`src/rtl/uart_rx.sv`:
```
// 8N1 UART receiver: two-flop input synchronizer, bit-timing FSM and a one-entry
// holding register with sticky frame-error and overrun flags for the MMU.
module uart_rx #(
  parameter int unsigned CLKS_PER_BIT = 434
) (
  input  logic       clk,
  input  logic       rst,
  input  logic       rx,
  input  logic       read_en,
  output logic [7:0] data,
  output logic       data_valid,
  output logic       frame_err,
  output logic       overrun,
  output logic       rx_busy
);

  localparam int unsigned HALF_BIT = CLKS_PER_BIT / 2;
  localparam int unsigned CntW     = $clog2(CLKS_PER_BIT);

  localparam logic [CntW-1:0] CntHalf = CntW'(HALF_BIT - 1);
  localparam logic [CntW-1:0] CntLast = CntW'(CLKS_PER_BIT - 1);

  typedef enum logic [2:0] {
    StIdle,
    StStart,
    StData,
    StStop,
    StWaitIdle
  } state_e;

  state_e          state_q, state_d;
  logic [CntW-1:0] cnt_q, cnt_d;
  logic [2:0]      bit_idx_q, bit_idx_d;
  logic [7:0]      shift_q, shift_d;
  logic [7:0]      data_q, data_d;
  logic            data_valid_q, data_valid_d;
  logic            frame_err_q, frame_err_d;
  logic            overrun_q, overrun_d;
  logic            rx_meta_q, rx_s_q;
  logic            load, ferr_set;

  // Flops reset to the idle line level so reset release never looks like a start bit.
  always_ff @(posedge clk or negedge rst) begin
    if (!rst) begin
      rx_meta_q <= 1'b1;
      rx_s_q    <= 1'b1;
    end else begin
      rx_meta_q <= rx;
      rx_s_q    <= rx_meta_q;
    end
  end

  always_comb begin
    state_d   = state_q;
    cnt_d     = cnt_q;
    bit_idx_d = bit_idx_q;
    shift_d   = shift_q;
    load      = 1'b0;
    ferr_set  = 1'b0;

    unique case (state_q)
      StIdle: begin
        cnt_d = '0;
        if (!rx_s_q) begin
          state_d = StStart;
        end
      end
      StStart: begin
        if (cnt_q == CntHalf) begin
          cnt_d = '0;
          if (!rx_s_q) begin
            state_d   = StData;
            bit_idx_d = 3'd0;
          end else begin
            state_d = StIdle;
          end
        end else begin
          cnt_d = cnt_q + CntW'(1);
        end
      end
      StData: begin
        if (cnt_q == CntLast) begin
          cnt_d     = '0;
          shift_d   = {rx_s_q, shift_q[7:1]};
          bit_idx_d = bit_idx_q + 3'd1;
          if (bit_idx_q == 3'd7) begin
            state_d = StStop;
          end
        end else begin
          cnt_d = cnt_q + CntW'(1);
        end
      end
      StStop: begin
        if (cnt_q == CntLast) begin
          cnt_d = '0;
          if (rx_s_q) begin
            load    = 1'b1;
            state_d = StIdle;
          end else begin
            ferr_set = 1'b1;
            state_d  = StWaitIdle;
          end
        end else begin
          cnt_d = cnt_q + CntW'(1);
        end
      end
      StWaitIdle: begin
        // A held-low (break) line must go high before a new start bit is accepted.
        cnt_d = '0;
        if (rx_s_q) begin
          state_d = StIdle;
        end
      end
      default: begin
        state_d = StIdle;
        cnt_d   = '0;
      end
    endcase
  end

  // A load in the same cycle as read_en wins: the new byte stays valid, flags clear.
  always_comb begin
    data_d       = data_q;
    data_valid_d = data_valid_q;
    overrun_d    = overrun_q;
    frame_err_d  = frame_err_q;

    if (load) begin
      data_d       = shift_q;
      data_valid_d = 1'b1;
    end else if (read_en) begin
      data_valid_d = 1'b0;
    end

    if (load && data_valid_q && !read_en) begin
      overrun_d = 1'b1;
    end else if (read_en) begin
      overrun_d = 1'b0;
    end

    if (ferr_set) begin
      frame_err_d = 1'b1;
    end else if (read_en) begin
      frame_err_d = 1'b0;
    end
  end

  always_ff @(posedge clk or negedge rst) begin
    if (!rst) begin
      state_q      <= StIdle;
      cnt_q        <= '0;
      bit_idx_q    <= 3'd0;
      shift_q      <= 8'h00;
      data_q       <= 8'h00;
      data_valid_q <= 1'b0;
      frame_err_q  <= 1'b0;
      overrun_q    <= 1'b0;
    end else begin
      state_q      <= state_d;
      cnt_q        <= cnt_d;
      bit_idx_q    <= bit_idx_d;
      shift_q      <= shift_d;
      data_q       <= data_d;
      data_valid_q <= data_valid_d;
      frame_err_q  <= frame_err_d;
      overrun_q    <= overrun_d;
    end
  end

  assign data       = data_q;
  assign data_valid = data_valid_q;
  assign frame_err  = frame_err_q;
  assign overrun    = overrun_q;
  assign rx_busy    = (state_q != StIdle);

endmodule

```
`config.mk`:
```
export PLATFORM = sky130hd
export DESIGN_NAME = uart_rx
export DESIGN_NICKNAME = d
export VERILOG_FILES = /design/src/rtl/uart_rx.sv
export SDC_FILE = /design/constraint.sdc
export NUM_CORES = 1
export LEC_CHECK = 0
export ABC_CLOCK_PERIOD_IN_PS = 4200
export CAP_MARGIN = 15
export CORE_MARGIN = 2
export CORE_UTILIZATION = 38
export DETAILED_ROUTE_END_ITERATION = 16
export MAX_ROUTING_LAYER = met4
export PLACE_DENSITY = 0.65
export RECOVER_POWER = 25
export REMOVE_ABC_BUFFERS = 1
export SLEW_MARGIN = 20
export SYNTH_ARGS = -nofsm -noshare
export SYNTH_HDL_FRONTEND = slang
export SYNTH_SLANG_ARGS = --single-unit
```
`constraint.sdc`:
```
create_clock -name clk -period 4.2 [get_ports clk]
set_input_delay 0.63 -clock clk [delete_from_list [all_inputs] [get_ports clk]]
set_output_delay 0.63 -clock clk [all_outputs]
set_load 0.02 [all_outputs]
```
==> results of run 1 <==
## state kept, by name (all words and copies together), names as in the netlist
name        cells
bit_idx_q       3
rx_meta_q       1
frame_err       1
cnt_q           9
overrun         1
rx_s_q          1
data_valid      1
state_q         3
data            8
shift_q         8
## metrics by stage
| stage | worst slack, ns | util | cell area, sq um |
|---|---|---|---|
| after floorplan | 2.49 | - | 1560 |
| after global placement | 2.30 | 0.445 | 1780 |
| after detailed placement | 2.24 | 0.445 | 1780 |
| after CTS | 1.95 | 0.473 | 1890 |
| after global routing | 1.34 | 0.472 | 1890 |
| final | 1.73 | 0.472 | 1890 |
## cell families (layout without fill, tap and decap cells)
logic type / count (synthesis) / count (layout)
multiplexers: 17 / 17
buffers and inverters: 11 / 30
AO/OA/AOI/OAI: 12 / 12
adder cells (fa/ha/maj): 5 / 5
flip-flops: 36 / 36
AND/OR/NAND/NOR: 37 / 37
XOR/XNOR: 8 / 8
## cell usage after synthesis, drive strengths merged
master,n,area share
a211oi,2,0.0094
a21oi,2,0.0063
a22o,2,0.011
a311o,1,0.0063
a31oi,1,0.0039
a32oi,1,0.0055
and2,1,0.0039
and2b,1,0.0047
and4,2,0.011
buf,3,0.013
clkbuf,2,0.0055
dfrtp,34,0.54
dfstp,2,0.033
ha,5,0.039
inv,6,0.014
mux2,17,0.12
nand2,7,0.017
nand2b,1,0.0039
nand3,3,0.0094
nand4,1,0.013
nor2,15,0.035
nor2b,1,0.0039
nor3,3,0.017
nor4b,1,0.0094
o21ai,1,0.0031
o22ai,1,0.0039
o32a,1,0.0063
or4b,1,0.0087
xnor2,6,0.033
xor2,2,0.011
## worst paths after layout
| kind | endpoint | slack [ns] | cells after the start |
|---|---|---|---|
| setup / recovery | data[4]$_DFFE_PN0P_ | 1.73 | 2 |
| hold / removal | rx_s_q$_DFF_PN1_ | 0.36 | 0 |
| setup reg to reg | cnt_q[5]$_DFF_PN0_ | 2.26 | 6 |
| hold reg to reg | rx_s_q$_DFF_PN1_ | 0.36 | 0 |
| max in group clk | rx_busy | 1.95 | 3 |
| min in group asynchronous | bit_idx_q[1]$_DFFE_PN0P_ | 1.40 | 2 |
## per-layer routing
| metal | GRT usage | part of all wire |
|---|---|---|
| met1 | 0.173 | 0.47 |
| met2 | 0.183 | 0.47 |
| met3 | 0.0471 | 0.044 |
| met4 | 0.0750 | 0.023 |
| met5 | - | 0 |
## where the power goes
group	leakage [nW]	internal, mW	switching [mW]	total [mW]
Clock	0.0541	0.176	0.124	0.300
Sequential	0.481	0.348	0.00109	0.349
Combinational	0.350	0.00255	0.00738	0.00993
Total	0.885	0.526	0.133	0.659
## layout make-up
type                            instances  area share
Timing Repair Buffer                   16      0.0815
Tap cell                               50      0.0331
Multi-Input combinational cell         79       0.336
Clock inverter                          3      0.0225
Inverter                                6      0.0119
Clock buffer                            5      0.0364
Sequential cell                        36       0.478
==> reports/metrics.yaml, run 1 <==
cells_and_area:
  fillerInstances: 340
  multi_input_area_sq_um: 634
  area_growth_pct: 18.8
  mostFrequentLayoutCells: "34 x dfrtp_1, 16 x mux2_2, 15 x nor2_1, 13 x clkdlybuf4s50_1, 7 x nand2_1"
  antenna_cells: 0
  layout-drive-gt1-share: 0.214
  finalNetCount: 153
  layout.cells.non_filler: 195
  final_common_cell: "dfrtp_1"
  seqCellArea_sq_um: 903
worst_setup_path:
  crit_type: "in -> async"
  crit_fanout: 36
  cp.arrival_ns: 2.50
  rr_startpoint: "cnt_q[0]$_DFF_PN0_"
  slowest_stage: "clkbuf_1"
  cp_slowest_stage_delay_ns: 1.34
  critPathLaunchType: "input pin"
  critical_path_buf_inv_count: 2
  cp.required_ns: 4.23
  startpoint: "rst"
  crit_path_end_kind: "asynchronous set/reset pin"
  crit_family: "buffers and inverters"
  path_cells: "dlygate4sd3_1 -> clkbuf_1"
clock_network:
  cts_tree: "built"
  cts_buffers: 5
  postCtsSetupBuffers: 0
  cts_sinks: 36
  clk_path_buf_depth: 2
  clock_latency_ns: 0.29
  post_cts_resized: 0
  cts.clk_slew.worst_paths_ns: 0.07
  ctsHoldBuffers: 0
  ctsRootBufferMaster: "clkbuf_8"
  cts_max_level: 2
detailed_routing:
  drt_iter0_markers: 48
  wl_um: 2580
  routed-via-count: 977
  drc: 0
  viasPerCell: 5.01
  wl_per_cell_um: 13.2
  dr.pass1.iters: 4
  final_antenna_net_count: 0
global_route:
  grt_pass1_vias: 962
  grt_pass1_wl_um: 4450
  track_usage: 0.134
  grt_max_degree: 37
  antenna_found_initial: 0
  grt-ovfl-total: 0
placement:
  io_buffers: 15
  routabilityCongestion: 0.778
  dp_cells: 187
  dpl.hpwl_um: 1830
logic_synthesis:
  synth_top_family_by_area: "simple AND/OR/NAND/NOR gates"
  synthMuxAreaShare: 0.123
  synth-simple-area-share: 0.137
  ys_seq_area_frac: 0.569
  yosys_warnings: 0
  synth-compound-area-share: 0.0559
  synth_adder_area_share: 0.0394
  avgSynthCellArea_sq_um: 12.6
  syn_area_sq_mm: 0.00159
  ys_types: 34
  yosys_register_bits: 36
  synthCells: 126
  synthXorXnorAreaFrac: 0.0441
floorplanning:
  io_pins: 16
  dieArea_sq_mm: 0.00471
  die_x_um: 68.7
  die_y_um: 68.7
  floorplan.initialDensity: 0.397
  num_rows: 23
  fp.coreArea_sq_mm: 0.00400
sta:
  fmax_mhz: 405
  period_share: 0.588
  finalSetupViolations: 0
  finClkSkew_ns: 0.00848
  max-slew-margin-rel: -0.247
  post-route-min-period_ns: 2.47
  drv_slew: 37
  tns_ns: 0
  rsz0062_at_grt: "false"
  holdWs_ns: 0.361
  tightestPinTransition_ns: 1.87
  hold_viol_final: 0
run_status:
  violations: "capacitance limit, slew limit"
  status: "finished with violations"
job:
  drv_cap: 1
power:
  p_per_area_mw_per_mm2: 349
  power_mw: 0.659
  vdd_drop_max_mv: 0.267
  p_leak_nw: 0.885
worst_hold_path:
  hp-start: "rx_meta_q$_DFF_PN1_"
  hold_class: "reg -> reg"
(Power assumes the default switching activity.)
==> run 2, diff against run 1 <==
ABC_CLOCK_PERIOD_IN_PS = 2300   (was 4200)
clock period = 2.3 ns   (was 4.2 ns; I/O delays follow)
==> run 2 against run 1 <==
The flow now finishes without violations. Via count increased by 0.51%. First-iteration DRC count decreased by 75%. Non-clock buffer count unchanged. Setup slack got worse by 1.4 ns. Combinational power increased by 82%. Final cell count unchanged. Critical path type is now reg -> out.
==> reports/metrics.yaml, run 2 (synthesis gave the netlist of run 1 again) <==
cells_and_area:
  largest_register_ffs: 9  # unchanged
  top_register: "cnt_q"  # unchanged
  area_growth_pct: 17.8  # was 18.8%
  seqCellArea_sq_um: 903  # unchanged
  layout-drive-gt1-share: 0.214  # unchanged
  mostFrequentLayoutCells: "34 x dfrtp_1, 16 x mux2_2, 15 x nor2_1, 13 x clkdlybuf4s50_1, 7 x nand2_1"  # unchanged
  fillerInstances: 356  # was 340
  finalNetCount: 153  # unchanged
  multi_input_area_sq_um: 634  # unchanged
  final_area_sq_mm: 0.00187  # was 0.00189 sq mm
  final_common_cell: "dfrtp_1"  # unchanged
  antenna_cells: 0  # unchanged
worst_setup_path:
  cp_slowest_stage_delay_ns: 0.60  # was 1.34 ns
  crit_path_end_kind: "output pin"  # was asynchronous set/reset pin
  cp.required_ns: 1.96  # was 4.23 ns
  crit_fanout: 9  # was 36
  regToRegSetupSlack_ns: 0.40  # was 2.26 ns
  rr_startpoint: "cnt_q[0]$_DFF_PN0_"  # unchanged
  crit_family: "buffers and inverters"  # unchanged
  r2r_end: "cnt_q[4]$_DFF_PN0_"  # was cnt_q[5]$_DFF_PN0_
  rr_worst_depth: 6  # unchanged
  cp.arrival_ns: 1.66  # was 2.50 ns
  critical_path_buf_inv_count: 2  # unchanged
  critPathLaunchType: "flop"  # was input pin
  path_cells: "inv_1 -> nand2_1 -> clkdlybuf4s50_1"  # was dlygate4sd3_1 -> clkbuf_1
  crit_type: "reg -> out"  # was in -> async
  slowest_stage: "clkdlybuf4s50_1"  # was clkbuf_1
floorplanning:
  floorplan.initialDensity: 0.397  # unchanged
  dieArea_sq_mm: 0.00471  # unchanged
  die_y_um: 68.7  # unchanged
  num_rows: 23  # unchanged
  die_x_um: 68.7  # unchanged
  fp.coreArea_sq_mm: 0.00400  # unchanged
  io_pins: 16  # unchanged
sta:
  hold_viol_final: 0  # unchanged
  period_share: 0.871
  finalSetupViolations: 0  # unchanged
  fmax_mhz: 499
  rsz0062_at_grt: "false"  # unchanged
  max-slew-margin-rel: 0.434  # was -0.247
  post-route-min-period_ns: 2.00
  finClkSkew_ns: 0.00527  # was 0.00848 ns
  tightestPinTransition_ns: 0.849  # was 1.87 ns
  drv_slew: 0  # was 37
  tns_ns: 0  # unchanged
clock_network:
  cts_sinks: 36  # unchanged
  cts_buffers: 5  # unchanged
  cts.clk_slew.worst_paths_ns: 0.07  # about the same
  postCtsSetupBuffers: 0  # unchanged
  cts_max_level: 2  # unchanged
  post_cts_resized: 0  # unchanged
  ctsRootBufferMaster: "clkbuf_8"  # unchanged
  cts_tree: "built"  # unchanged
  ctsHoldBuffers: 0  # unchanged
  clk_path_buf_depth: 2  # unchanged
  clock_latency_ns: 0.29  # about the same
global_route:
  grt-ovfl-total: 0  # unchanged
  antenna_found_initial: 0  # unchanged
  track_usage: 0.134  # about the same
  grt_pass1_vias: 962  # unchanged
  grtUsageMet3: 0.0536  # was 0.0471
  use_met2: 0.207  # was 0.183
  busiest_layer: "met2"  # unchanged
  grt_max_degree: 37  # unchanged
  met1_usage: 0.152  # was 0.173
  grt_pass1_wl_um: 4290  # was 4450 um
placement:
  place_area_sq_mm: 0.00178  # unchanged
  routabilityCongestion: 0.791  # was 0.778
  io_buffers: 15  # unchanged
  dpl.hpwl_um: 1830  # about the same
power:
  p_leak_nw: 0.879  # was 0.885 nW
  vdd_drop_max_mv: 0.383  # was 0.267 mV
  p_per_area_mw_per_mm2: 600  # was 349 mW/mm^2
detailed_routing:
  dr.pass1.iters: 4  # unchanged
  routed-via-count: 982  # was 977
  wl_per_cell_um: 13.2  # about the same
  drc: 0  # unchanged
  drt_iter0_markers: 12  # was 48
  viasPerCell: 5.04  # was 5.01
  final_antenna_net_count: 0  # unchanged
  wl_um: 2580  # about the same
job:
  drv_cap: 0  # was 1
worst_hold_path:
  hold-path-cell-count: 0  # unchanged
  hold_end: "rx_s_q$_DFF_PN1_"  # unchanged
  hold_class: "reg -> reg"  # unchanged
  hp-start: "rx_meta_q$_DFF_PN1_"  # unchanged
run_status:
  status: "completed"  # was finished with violations
[run 2: cell types whose count changed in the layout (fill, tap and decap cells not counted)]
cell	before	now
bufinv_16	1	0
clkinv_2	1	0
clkbuf_2	0	1
clkbuf_8	5	6
[run 2: cell type report]
class                   instances  share of cell area
flip-flops and latches         36               0.483
well taps                      50              0.0334
clock inverters                 1             0.00401
multi-input cells              79               0.339
repair buffers                 16              0.0829
clock buffers                   7              0.0461
inverters                       6              0.0120
[run 2: worst max-delay path by stage]
stage                                 startpoint                  endpoint  slack [ns]  cells past startpoint
final                     state_q[0]$_DFFE_PN0P_                   rx_busy        0.30                      3
after global routing      state_q[0]$_DFFE_PN0P_                   rx_busy        0.20                      3
after CTS                 state_q[0]$_DFFE_PN0P_                   rx_busy        0.27                      3
after detailed placement      cnt_q[0]$_DFF_PN0_        cnt_q[4]$_DFF_PN0_        0.40                      6
after global placement        cnt_q[2]$_DFF_PN0_  bit_idx_q[0]$_DFFE_PN0P_        0.42                      4
after floorplan               cnt_q[0]$_DFF_PN0_  bit_idx_q[0]$_DFFE_PN0P_        0.59                      6
[run 2: stage by stage]
step | setup slack, ns | cells | hold WS, ns | utilization | power (mW)
after global placement | 0.420 | 187 | 0.348 | 0.445 | 0.670
final | 0.296 | 195 | 0.361 | 0.468 | 1.12
after CTS | 0.273 | 195 | 0.364 | 0.469 | 1.14
after global routing | 0.202 | 195 | 0.370 | 0.468 | 1.17
after floorplan | 0.586 | 121 | 0.0494 | - | 0.651
after detailed placement | 0.403 | 187 | 0.354 | 0.445 | 0.671
[run 2: worst register-to-register path: stages, from the launching register on]
cell and delay, ns:
dfrtp_1 0.42, inv_1 0.07, ha_1 0.14, or4b_4 0.47, nor3_4 0.18, o32a_1 0.38, nor2_1 0.11
[run 2: report_power, final]
part	internal (mW)	switching, mW
clock network	0.243	0.222
registers	0.636	0.00232
logic	0.00487	0.0132
total	0.884	0.238
[run 2: per-layer routing]
metal	part of all wire	wire length [um]	up-vias
met1	0.44	1150	489
met5	0	0	-
met4	0.022	57	0
met2	0.49	1270	15
met3	0.043	111	6
li1	-	-	472
